==> config.mk <==
export PLATFORM = sky130hd
export DESIGN_NAME = apb_regspace_bridge_flat
export DESIGN_NICKNAME = d
export VERILOG_FILES = /design/src/rtl/apb_regspace_bridge_if.sv /design/src/rtl/apb_regspace_bridge.sv /design/src/flat_wrapper.sv
export SDC_FILE = /design/constraint.sdc
export NUM_CORES = 1
export LEC_CHECK = 0
export ABC_AREA = 0
export ABC_CLOCK_PERIOD_IN_PS = 3000
export CORE_UTILIZATION = 38
export DETAILED_ROUTE_END_ITERATION = 7
export PLACE_DENSITY = 0.79
export SLEW_MARGIN = 25
export SYNTH_ARGS = -nofsm -noshare
export SYNTH_HDL_FRONTEND = slang
export SYNTH_SLANG_ARGS = --single-unit
==> constraint.sdc <==
create_clock -name clk -period 3 [get_ports clk]
set_clock_uncertainty 0.2 [all_clocks]
set_input_delay 0.3 -clock clk [delete_from_list [all_inputs] [get_ports clk]]
set_output_delay 0.3 -clock clk [all_outputs]
set_load 0.02 [all_outputs]
==> src/rtl/apb_regspace_bridge_if.sv <==
// rtl/apb_regspace_bridge_if.sv - APB slave bus plus register-space read/write handshakes
interface apb_regspace_bridge_if #(
  parameter int ADDR_W = 16,
  parameter int DATA_W = 32
) ();
  logic              psel;
  logic              penable;
  logic              pwrite;
  logic [ADDR_W-1:0] paddr;
  logic [DATA_W-1:0] pwdata;
  logic              pready;
  logic [DATA_W-1:0] prdata;
  logic              pslverr;
  logic [ADDR_W-1:0] rreq_addr;
  logic              rreq_vld;
  logic              rreq_rdy;
  logic [DATA_W-1:0] rack_data;
  logic              rack_vld;
  logic              rack_rdy;
  logic [ADDR_W-1:0] wreq_addr;
  logic [DATA_W-1:0] wreq_data;
  logic              wreq_vld;
  logic              wreq_rdy;

  // Bridge side: APB slave upstream, request initiator downstream
  modport slave (
    input  psel, penable, pwrite, paddr, pwdata,
    output pready, prdata, pslverr,
    output rreq_addr, rreq_vld, rack_rdy,
    input  rreq_rdy, rack_data, rack_vld,
    output wreq_addr, wreq_data, wreq_vld,
    input  wreq_rdy
  );

  // Surrounding side: APB master plus register-space responder
  modport master (
    output psel, penable, pwrite, paddr, pwdata,
    input  pready, prdata, pslverr,
    input  rreq_addr, rreq_vld, rack_rdy,
    output rreq_rdy, rack_data, rack_vld,
    input  wreq_addr, wreq_data, wreq_vld,
    output wreq_rdy
  );
endinterface

==> src/rtl/apb_regspace_bridge.sv <==
// rtl/apb_regspace_bridge.sv - APB3 slave to register-space rreq/rack and wreq bridge
module apb_regspace_bridge #(
  parameter int ADDR_W  = 16,
  parameter int DATA_W  = 32,
  parameter int TIMEOUT = 255
) (
  input  logic                   clk,
  input  logic                   rst_n,
  apb_regspace_bridge_if.slave   bus
);

  localparam int            CW      = (TIMEOUT > 0) ? $clog2(TIMEOUT + 1) : 1;
  localparam logic [CW-1:0] CNT_MAX = '1;
  localparam logic [CW-1:0] TO_VAL  = CW'(TIMEOUT);

  typedef enum logic [1:0] {IDLE, RD_WAIT, WR_WAIT, RESP} state_t;

  state_t            state_q, state_d;
  logic [CW-1:0]     cnt_q, cnt_d;
  logic [ADDR_W-1:0] rreq_addr_q, rreq_addr_d;
  logic [ADDR_W-1:0] wreq_addr_q, wreq_addr_d;
  logic [DATA_W-1:0] wreq_data_q, wreq_data_d;
  logic [DATA_W-1:0] prdata_q, prdata_d;
  logic              err_d;
  logic              pready_q, pslverr_q;
  logic              rreq_vld_q, rack_rdy_q, wreq_vld_q;
  logic [CW-1:0]     cnt_inc;
  logic              timed_out;

  // Next-state logic: latch the setup phase, wait for the downstream handshake or timeout
  always_comb begin
    state_d     = state_q;
    cnt_d       = cnt_q;
    rreq_addr_d = rreq_addr_q;
    wreq_addr_d = wreq_addr_q;
    wreq_data_d = wreq_data_q;
    prdata_d    = '0;
    err_d       = 1'b0;
    // Saturating increment; completion in the timeout cycle still wins below
    cnt_inc     = (cnt_q == CNT_MAX) ? cnt_q : cnt_q + 1'b1;
    timed_out   = (TIMEOUT != 0) && (cnt_inc == TO_VAL);

    unique case (state_q)
      IDLE: begin
        if (bus.psel && !bus.penable) begin
          cnt_d = '0;
          if (bus.pwrite) begin
            wreq_addr_d = bus.paddr;
            wreq_data_d = bus.pwdata;
          end else begin
            rreq_addr_d = bus.paddr;
          end
          if (bus.paddr[1:0] != 2'b00) begin
            state_d = RESP;
            err_d   = 1'b1;
          end else if (bus.pwrite) begin
            state_d = WR_WAIT;
          end else begin
            state_d = RD_WAIT;
          end
        end
      end
      RD_WAIT: begin
        if (rreq_vld_q && bus.rreq_rdy && bus.rack_vld) begin
          prdata_d = bus.rack_data;
          state_d  = RESP;
        end else begin
          cnt_d = cnt_inc;
          if (timed_out) begin
            state_d = RESP;
            err_d   = 1'b1;
          end
        end
      end
      WR_WAIT: begin
        if (wreq_vld_q && bus.wreq_rdy) begin
          state_d = RESP;
        end else begin
          cnt_d = cnt_inc;
          if (timed_out) begin
            state_d = RESP;
            err_d   = 1'b1;
          end
        end
      end
      RESP: begin
        state_d = IDLE;
      end
      default: begin
        state_d = IDLE;
      end
    endcase
  end

  // State and registered outputs; outputs decode the upcoming state so they change with it
  always_ff @(posedge clk or negedge rst_n) begin
    if (!rst_n) begin
      state_q     <= IDLE;
      cnt_q       <= '0;
      rreq_addr_q <= '0;
      wreq_addr_q <= '0;
      wreq_data_q <= '0;
      prdata_q    <= '0;
      pready_q    <= 1'b0;
      pslverr_q   <= 1'b0;
      rreq_vld_q  <= 1'b0;
      rack_rdy_q  <= 1'b0;
      wreq_vld_q  <= 1'b0;
    end else begin
      state_q     <= state_d;
      cnt_q       <= cnt_d;
      rreq_addr_q <= rreq_addr_d;
      wreq_addr_q <= wreq_addr_d;
      wreq_data_q <= wreq_data_d;
      prdata_q    <= prdata_d;
      pready_q    <= (state_d == RESP);
      pslverr_q   <= (state_d == RESP) && err_d;
      rreq_vld_q  <= (state_d == RD_WAIT);
      rack_rdy_q  <= (state_d == RD_WAIT);
      wreq_vld_q  <= (state_d == WR_WAIT);
    end
  end

  assign bus.pready    = pready_q;
  assign bus.prdata    = prdata_q;
  assign bus.pslverr   = pslverr_q;
  assign bus.rreq_addr = rreq_addr_q;
  assign bus.rreq_vld  = rreq_vld_q;
  assign bus.rack_rdy  = rack_rdy_q;
  assign bus.wreq_addr = wreq_addr_q;
  assign bus.wreq_data = wreq_data_q;
  assign bus.wreq_vld  = wreq_vld_q;

endmodule

==> src/flat_wrapper.sv <==
// flat-port wrapper written by rule: the top's interface ports become plain ports
module apb_regspace_bridge_flat 
#(
  parameter int ADDR_W  = 16,
  parameter int DATA_W  = 32,
  parameter int TIMEOUT = 255
)
  (clk, rst_n, bus_psel, bus_penable, bus_pwrite, bus_paddr, bus_pwdata, bus_pready, bus_prdata, bus_pslverr, bus_rreq_addr, bus_rreq_vld, bus_rack_rdy, bus_rreq_rdy, bus_rack_data, bus_rack_vld, bus_wreq_addr, bus_wreq_data, bus_wreq_vld, bus_wreq_rdy);
  apb_regspace_bridge_if #(.ADDR_W(ADDR_W), .DATA_W(DATA_W)) bus_i ();
  input  logic clk;
  input  logic rst_n;
  input wire logic [$bits(bus_i.psel)-1:0] bus_psel;
  input wire logic [$bits(bus_i.penable)-1:0] bus_penable;
  input wire logic [$bits(bus_i.pwrite)-1:0] bus_pwrite;
  input wire logic [$bits(bus_i.paddr)-1:0] bus_paddr;
  input wire logic [$bits(bus_i.pwdata)-1:0] bus_pwdata;
  output wire logic [$bits(bus_i.pready)-1:0] bus_pready;
  output wire logic [$bits(bus_i.prdata)-1:0] bus_prdata;
  output wire logic [$bits(bus_i.pslverr)-1:0] bus_pslverr;
  output wire logic [$bits(bus_i.rreq_addr)-1:0] bus_rreq_addr;
  output wire logic [$bits(bus_i.rreq_vld)-1:0] bus_rreq_vld;
  output wire logic [$bits(bus_i.rack_rdy)-1:0] bus_rack_rdy;
  input wire logic [$bits(bus_i.rreq_rdy)-1:0] bus_rreq_rdy;
  input wire logic [$bits(bus_i.rack_data)-1:0] bus_rack_data;
  input wire logic [$bits(bus_i.rack_vld)-1:0] bus_rack_vld;
  output wire logic [$bits(bus_i.wreq_addr)-1:0] bus_wreq_addr;
  output wire logic [$bits(bus_i.wreq_data)-1:0] bus_wreq_data;
  output wire logic [$bits(bus_i.wreq_vld)-1:0] bus_wreq_vld;
  input wire logic [$bits(bus_i.wreq_rdy)-1:0] bus_wreq_rdy;
  assign bus_i.psel = bus_psel;
  assign bus_i.penable = bus_penable;
  assign bus_i.pwrite = bus_pwrite;
  assign bus_i.paddr = bus_paddr;
  assign bus_i.pwdata = bus_pwdata;
  assign bus_pready = bus_i.pready;
  assign bus_prdata = bus_i.prdata;
  assign bus_pslverr = bus_i.pslverr;
  assign bus_rreq_addr = bus_i.rreq_addr;
  assign bus_rreq_vld = bus_i.rreq_vld;
  assign bus_rack_rdy = bus_i.rack_rdy;
  assign bus_i.rreq_rdy = bus_rreq_rdy;
  assign bus_i.rack_data = bus_rack_data;
  assign bus_i.rack_vld = bus_rack_vld;
  assign bus_wreq_addr = bus_i.wreq_addr;
  assign bus_wreq_data = bus_i.wreq_data;
  assign bus_wreq_vld = bus_i.wreq_vld;
  assign bus_i.wreq_rdy = bus_wreq_rdy;
  apb_regspace_bridge #(.ADDR_W(ADDR_W), .DATA_W(DATA_W), .TIMEOUT(TIMEOUT)) u_core (.clk(clk), .rst_n(rst_n), .bus(bus_i));
endmodule
== After elaboration in Yosys (flattened, before gate mapping) ==
Index checks and enable logic that the tools add are counted.
Widths: inputs -> output; s select.

* Input port bits: 88
* Logic and storage cells: 55
* Output and inout bits: 101
* Bits in registers: 110

* Mux-type cells: 20
* Reduce and logical (&&, ||, !) cells: 12
* Add/sub/neg operators: 1
* Equal/unequal tests: 11
* Bitwise operators: 1

{| class="wikitable"
|+ Operator list
! kind !! count
|-
| $mux 32 || 2
|-
| $mux 8 || 4
|-
| $pmux 8 s3 || 1
|-
| $eq 8x8->1 const B || 2
|-
| $mux 2 || 6
|-
| $add 8x1->8 const B || 1
|-
| $eq 2x2->1 const B || 4
|-
| $pmux 2 s4 || 1
|-
| $reduce_and 3->1 || 2
|-
| $logic_and 1x1->1 || 5
|-
| $mux 1 || 5
|-
| $eq 2x1->1 const B || 2
|-
| $ne 2x2->1 const B || 2
|-
| $reduce_and 4->1 || 1
|-
| $pmux 1 s3 || 1
|-
| $reduce_bool 3->1 || 1
|-
| $logic_not 2->1 || 1
|-
| $ne 2x1->1 const B || 1
|-
| $reduce_bool 2->1 || 1
|-
| $logic_not 1->1 || 1
|-
| $not 1->1 || 1
|}

== Logic depth before layout (Yosys ltp) ==
Gate-level depths: netlist (run 1).

* Word-level depth: 8
* Depth in mapped cells: 8

== Worst setup path before layout (run 1) ==
Ideal clock, no wire load.

* Kind: reg2reg
* Start: reg u_core.cnt_q[0]
* End: reg u_core.pslverr_q (netlist: u_core.bus.pslverr)
* Cell stages (with the launch flop): 7
* Buffers on the path: 0
* Data required time: 2.704 ns
* Path slack: 0.879 ns
* Period minus slack after synthesis: 2.121 ns
* Data arrival time: 1.825 ns
* Path through: dfrtp_1 > ha_1 > nand2_2 > a2111oi_4 > o221ai_2 > o32a_1 > nor4_2

* Longest elaborated chain between the ends: 8

{| class="wikitable"
|+ Ends and longest elaborated chain
! element !! line !! source
|-
| start: declaration || apb_regspace_bridge.sv:19 || <nowiki>logic [CW-1:0] cnt_q, cnt_d;</nowiki>
|-
| start signal: assignment || apb_regspace_bridge.sv:111 || <nowiki>cnt_q <= cnt_d;</nowiki>
|-
| $add 8x1->8 / $eq 8x8->1 (equally long branches) || apb_regspace_bridge.sv:40 || <nowiki>cnt_inc = (cnt_q == CNT_MAX) ? cnt_q : cnt_q + 1'b1;</nowiki>
|-
| $mux 8 (*) || apb_regspace_bridge.sv:40 ||
|-
| $eq 8x8->1 (*) || apb_regspace_bridge.sv:41 || <nowiki>timed_out = (TIMEOUT != 0) && (cnt_inc == TO_VAL);</nowiki>
|-
| $mux 2 || apb_regspace_bridge.sv:69, apb_regspace_bridge.sv:80 ||
|-
| $mux 2, on equally long branches || apb_regspace_bridge.sv:76, apb_regspace_bridge.sv:64 ||
|-
| $pmux 2 s4 || apb_regspace_bridge.sv:43 || <nowiki>unique case (state_q)</nowiki>
|-
| $eq 2x2->1 || apb_regspace_bridge.sv:117 || <nowiki>pslverr_q <= (state_d == RESP) && err_d;</nowiki>
|-
| $logic_and 1x1->1 (*) || apb_regspace_bridge.sv:117 ||
|-
| end signal: assignment || apb_regspace_bridge.sv:117 ||
|-
| end: declaration || apb_regspace_bridge.sv:25 || <nowiki>logic pready_q, pslverr_q;</nowiki>
|}

Mark *: on every way between the ends. The rest lies on a longest branch, timed or not.
A chain may end at the register's enable or synchronous reset.

== Worst setup path in the final report (run 1) ==
Ends and elaborated chain as after synthesis.

==> results.toml, run 1 <==
[run_status]
outcome = "completed"

[global_route]
antenna_found_initial = 0
grt.met2_usage_pct = 30.1
grtUsageTotal_pct = 18.2
grt_busiest_layer = "met2"
grt_overflow_total = 0
grt_pass1_vias = 3337
grt_util_met3_pct = 5.21
grtUsageMet1_pct = 22.9
grt_pass1_wl_mm = 17.7
grt_max_degree = 69

[setup_path]
worstRegToRegCells = 6
worstSetupPathType = "register to register"
required_ns = 3.05
arrival_ns = 2.38
r2r_start = "u_core.cnt_q[0]"
endpoint_kind = "register"
crit_start = "u_core.cnt_q[0]"
cp-endpoint = "u_core.bus.pslverr"
crit_path_start_kind = "register"
ff2ff_setup_slack_ns = 0.67
rr_endpoint = "u_core.bus.pslverr"
crit_fanout = 8

[synthesis]
synth_ff_type = "dfrtp_1"
synth-seq-area-share_pct = 61.6
synth_top_area_cell = "dfrtp_1"
async_flop_share_pct = 100
synth_fp_nets = 415
yosys_warnings = 0
synth_area_per_cell_um2 = 13.9
yosysTopAreaCellShare_pct = 61.6
ys_seq_elements = 110
ys_types = 52
syn-cell-area_um2 = 4470
synth_edf_count = 0
synth.area.top_cells = "dfrtp_1 (62%), mux2_2 (16%), and2_1 (4.6%), a21oi_1 (1.6%), ha_1 (1.4%)"
synthCells = 322

[cts]
cts_hold_buffers = 1
clk-insertion-delay-late_ns = 0.35
cts.reportedPaths.clkPinSlew_ns = 0.07
cts_tree = "built"
cts_resized = 0
cts_post_setup_buffers_inserted = 0
cts_buffers = 9
cts_root_buffer = "clkbuf_16"
htree_num_levels = 3
cts.sinks = 110
clock_path_buffers = 2

[sta]
fin_setup_tns_ns = 0
fin_crit_ns = 2.33
rsz0062_at_grt = "no"
finalCritPeriodShare_pct = 77.6
maxSlewViolCount = 0
hold_viol = 0
slew_headroom_pct = 42.7
fmax_mhz = 430
setup_viol = 0
worst_slew_pin_slew_ns = 0.860

[finish]
instances_no_fill = 657
fillerInstances = 952
drive_above_1_share_pct = 19.5
nNetsFinal = 602
multi_input_area_um2 = 1600
seqCellArea_um2 = 2750
num_antenna_cells = 0
area_growth_pct = 51.7

[drt]
drt_iter0_drc = 163
vias = 3205
ant_nets = 0
via_per_inst = 4.88
routed_wl_mm = 10.6
wl_per_cell_um = 16.1
drtPass1Iterations = 4
drcViolationCount = 0

[power]
p_per_area_nw_per_um2 = 916
leakagePower_nw = 2.90
peakVddDrop_uv = 636

[run]
max_cap_viol_count = 0

[floorplan]
core-area_um2 = 11400
rows = 39
die_x_um = 110
start_util_pct = 39.2
die_h_um = 110
dieArea_um2 = 12200
io_pins = 189

[place]
hpwl_mm = 7.90
dp.cells = 640
gp_congestion = 0.829
io_buffers = 188

[min_path]
hp-class = "input pin to register"
metrics by stage:
step           util [%]  total power [mW]  cell area (um2)  hold slack (ns)  setup slack [ns]
2_1_floorplan         -              3.72             4470           -0.196             0.879
3_3_place_gp       56.7              4.95             6470            0.262             0.756
3_5_place_dp       56.7              5.05             6470            0.271             0.686
4_1_cts            59.4              6.28             6780            0.290             0.667
5_1_grt            59.4              6.54             6780            0.302             0.498
6_report           59.4              6.21             6780            0.299             0.673
worst max-delay path, stage by stage, from the launching register on:
cell and delay [ns]:
dfrtp_1 0.55, ha_1 0.32, nand2_2 0.13, a2111oi_4 0.34
o221ai_2 0.18, o32a_1 0.36, nor4_2 0.15
power breakdown:
part | leakage [nW] | internal (mW) | total (mW) | switching (mW)
clock | 0.139 | 0.675 | 1.21 | 0.537
combinational | 1.36 | 1.43 | 2.74 | 1.31
sequential | 1.41 | 1.97 | 2.26 | 0.285
total | 2.90 | 4.08 | 6.21 | 2.13
sequential cells by signal, summed over array words and instances (netlist names):
name and flops:
u_core.bus.wreq_addr 16, u_core.bus.pready 1, u_core.state_q 2, u_core.bus.prdata 32, u_core.bus.pslverr 1, u_core.bus.wreq_data 32
u_core.cnt_q 8, u_core.bus.wreq_vld 1, u_core.bus.rreq_vld 1, u_core.bus.rreq_addr 16
worst min path at each step:
stage	from	to	cells after the start	slack, ns
finish	bus_rack_data[19]	u_core.bus.prdata[19]	2	0.30
global route	bus_rack_data[14]	u_core.bus.prdata[14]	2	0.30
CTS	bus_rack_data[19]	u_core.bus.prdata[19]	2	0.29
detailed placement	rst_n	u_core.bus.prdata[9]	1	0.27
global placement	rst_n	u_core.bus.prdata[9]	1	0.26
floorplan	rst_n	u_core.bus.prdata[0]	0	-0.20
synth_stat cells (2+ instances only):
| cell | instances |
|---|---|
| a211oi_2 | 2 |
| inv_1 | 4 |
| nor2_1 | 10 |
| a211oi_1 | 2 |
| a21oi_1 | 14 |
| nand4_1 | 3 |
| nand3b_1 | 2 |
| clkbuf_1 | 5 |
| dfrtp_1 | 110 |
| a22o_1 | 3 |
| nand2_2 | 2 |
| nand2_1 | 7 |
| mux2_2 | 65 |
| o21ai_0 | 3 |
| nand3_1 | 2 |
| and2_1 | 33 |
| and3_1 | 2 |
| ha_1 | 5 |
| nand3_2 | 2 |
| and4_1 | 2 |
| a31oi_1 | 4 |
| buf_6 | 2 |
| buf_1 | 3 |
| o31ai_1 | 3 |
| buf_2 | 5 |
layer usage:
| metal | up-vias | wire [um] |
|---|---|---|
| li1 | 1503 | - |
| met1 | 1563 | 4390 |
| met2 | 121 | 5350 |
| met3 | 18 | 664 |
| met4 | 0 | 194 |
| met5 | - | 0 |
cell type report:
| cell class | count | area share (%) |
|---|---|---|
| sequential | 110 | 40.6 |
| timing repair buffer | 193 | 28.5 |
| multi-input combinational | 191 | 23.6 |
| clock buffer | 12 | 3.63 |
| tap | 143 | 2.64 |
| clock inverter | 4 | 0.793 |
| inverter | 4 | 0.221 |
layout by cell type, fill, tap and decap left out, types with 2 or more instances in the layout:
cell type	instances
inv_1	4
and3_1	2
clkinvlp_4	2
nand3_1	2
dfrtp_1	110
nand2_1	7
nand3b_1	2
a22o_1	3
a31oi_1	4
o31ai_1	3
and2_1	33
o21ai_0	3
nand3_2	2
a211oi_2	2
and4_1	2
ha_1	5
a211oi_1	2
mux2_2	65
nand4_1	3
clkbuf_1	2
nor2_1	10
nand2_2	2
buf_4	4
clkbuf_16	9
a21oi_1	14
clkdlybuf4s50_1	187
cells by family (layout without fill, tap and decap cells):
kind of cell             after synthesis  after routing  share of synthesized area, %
AO/OA/AOI/OAI                         44             44                          7.56
flip-flops                           110            110                          61.6
XOR/XNOR                               1              1                         0.196
AND/OR/NAND/NOR                       76             76                          10.4
adder cells (fa/ha/maj)                5              5                          1.40
multiplexers                          65             65                          16.4
buffers and inverters                 21            213                          2.55
No activity file was read; power rests on OpenSTA's default activity.
==> run 2, diff against run 1 <==
--- a/config.mk
+++ b/config.mk
@@ -6,10 +6,10 @@
 export NUM_CORES = 1
 export LEC_CHECK = 0
 export ABC_AREA = 0
-export ABC_CLOCK_PERIOD_IN_PS = 3000
+export ABC_CLOCK_PERIOD_IN_PS = 1900
 export CORE_UTILIZATION = 38
 export DETAILED_ROUTE_END_ITERATION = 7
-export PLACE_DENSITY = 0.79
+export PLACE_DENSITY = 0.82
 export SLEW_MARGIN = 25
 export SYNTH_ARGS = -nofsm -noshare
 export SYNTH_HDL_FRONTEND = slang
==> constraint.sdc (replaced) <==
create_clock -name clk -period 1.9 [get_ports clk]
set_clock_uncertainty 0.2 [all_clocks]
set_input_delay 0.19 -clock clk [delete_from_list [all_inputs] [get_ports clk]]
set_output_delay 0.19 -clock clk [all_outputs]
set_load 0.02 [all_outputs]
==> run 2 against run 1 <==
The run now ends with setup timing left. Total power increased by 70%. Critical path type unchanged. Count of clock-buffer cells in the layout increased by 2. Routed wire length increased by 13%. Combinational power increased by 92%. Register-to-register slack got worse by 0.76 ns. First-iteration DRC count increased by 29%. Non-clock buffer count increased by 39. Flip-flop and latch count unchanged.
==> results.toml, run 2 (same netlist as run 1, synthesis figures left out) <==
[cts]
cts_buffers = 9
clk-insertion-delay-late_ns = 0.34
cts.reportedPaths.clkPinSlew_ns = 0.07
clock_path_buffers = 2
cts_tree = "built"
cts.sinks = 110
htree_num_levels = 3
cts_root_buffer = "clkbuf_16"

[setup_path]
ff2ff_setup_slack_ns = -0.09
arrival_ns = 2.07
crit_fanout = 4
required_ns = 1.98
slowest_delay_ns = 0.42
crit_path_start_kind = "register"
crit_start = "u_core.cnt_q[1]"
crit_slowest_cell = "dfrtp_1"
r2r_start = "u_core.cnt_q[1]"
endpoint_kind = "register"
critPathTopFamily = "compound AO/OA/AOI/OAI gates"
worstSetupPathType = "register to register"
crit_chain = "ha_4 -> nand3b_1 -> a211oi_2 -> o221ai_2 -> o21ai_0 -> o211a_1"
cp-endpoint = "u_core.bus.wreq_vld"
crit_buf_inv = 0
crit_cells = 6
worstRegToRegCells = 6
rr_endpoint = "u_core.bus.wreq_vld"

[drt]
drcViolationCount = 0
ant_nets = 0
vias = 3459
via_per_inst = 4.96
drt_iter0_drc = 211
drtPass1Iterations = 4
routed_wl_mm = 12.0
wl_per_cell_um = 17.2

[place]
gp_congestion = 0.890
place_area_um2 = 6690
hpwl_mm = 8.22
post-place-ws_ns = -0.229
io_buffers = 188

[finish]
final_cell_mix = "clkdlybuf4s50_1 (187), dfrtp_1 (107), mux2_2 (65), buf_4 (35), and2_1 (33)"
final_common_cell = "clkdlybuf4s50_1"
seqCellArea_um2 = 2760
drive_above_1_share_pct = 30.0
final_area_um2 = 7330
fillerInstances = 818
area_growth_pct = 63.9
multi_input_area_um2 = 1820
nNetsFinal = 642
num_antenna_cells = 0

[run]
max_cap_viol_count = 0

[global_route]
grt_max_degree = 65
grt_overflow_total = 0
grt_pass1_vias = 3569
antenna_found_initial = 0
grt_pass1_wl_mm = 18.6
grtUsageTotal_pct = 19.4

[floorplan]
die_h_um = 110
io_pins = 189
dieArea_um2 = 12200
rows = 39
start_util_pct = 39.2
die_x_um = 110
core-area_um2 = 11400

[sta]
fin_setup_tns_ns = -0.985
slew_headroom_pct = 70.1
worst_slew_pin_slew_ns = 0.447
setup_slack_ns = -0.0898
fmax_mhz = 503
rsz0062_at_grt = "yes"
maxSlewViolCount = 0
setup_viol = 26
finalCritPeriodShare_pct = 105
hold_viol = 0
fin_crit_ns = 1.99

[run_status]
violations = "setup timing"
outcome = "finished with violations"

[min_path]
hp-class = "input pin to asynchronous set/reset pin"

[power]
switching_share_pct = 35.0
pwr-share-clk_pct = 16.5
internal_power_mw = 6.87
leakagePower_nw = 3.15
total_power_mw = 10.6
p_per_area_nw_per_um2 = 1440
power_switching_mw = 3.69
peakVddDrop_uv = 1160
combPwrFrac_pct = 49.9
seq_power_share_pct = 33.6
[run 2: repair_timing]
item,in CTS,in global routing
resized for setup,20,27
gates cloned,0,2
hold buffers,1,0
setup buffers,5,10
endpoints found under the hold margin,110,0
pin swaps,4,11
setup endpoints to repair,11,78
[run 2: layer usage]
layer	wire length (um)	global-route usage (%)	vias to the layer above
li1	-	-	1590
met1	4780	22.5	1673
met2	5920	31.8	166
met3	918	6.81	30
met4	353	9.87	0
met5	0	0	-
[run 2: stage by stage]
stage	hold WS [ns]	instances	utilization [%]
2_1_floorplan	-0.306	322	-
3_3_place_gp	-0.157	663	58.6
3_5_place_dp	-0.151	663	58.6
4_1_cts	0.0306	685	62.2
5_1_grt	0.0489	697	64.2
6_report	0.0383	697	64.2
[run 2: worst register-to-register path, cell delays in order (launching register included)]
cell and delay [ns]:
dfrtp_1 0.42, ha_4 0.29, nand3b_1 0.09, a211oi_2 0.22, o221ai_2 0.18, o21ai_0 0.32, o211a_1 0.21
[run 2: final cells by class]
cell class                 count  share of cell area (%)
inverter                       4                   0.239
tap                          143                    2.44
timing repair buffer         232                    31.2
clock buffer                  14                    3.47
sequential                   110                    37.6
multi-input combinational    192                    24.8
clock inverter                 2                   0.239
[run 2: how the worst min path moves through the flow]
stage	to	slack, ns	cells after the start
after floorplan	u_core.bus.prdata[0]	-0.31	0
after global placement	u_core.bus.wreq_addr[8]	-0.16	1
after detailed placement	u_core.bus.rreq_addr[8]	-0.15	1
after CTS	u_core.bus.rreq_addr[8]	0.03	2
after global routing	u_core.bus.rreq_addr[8]	0.05	2
final	u_core.bus.rreq_addr[8]	0.04	2
[run 2: power by group through the flow]
stage	sequential (mW)	clock (mW)	combinational (mW)
4_1_cts	3.54	1.78	4.82
2_1_floorplan	4.47	0	1.44
6_report	3.55	1.74	5.27
3_5_place_dp	3.58	0	4.58
3_3_place_gp	3.52	0	4.46
5_1_grt	3.64	1.88	5.54
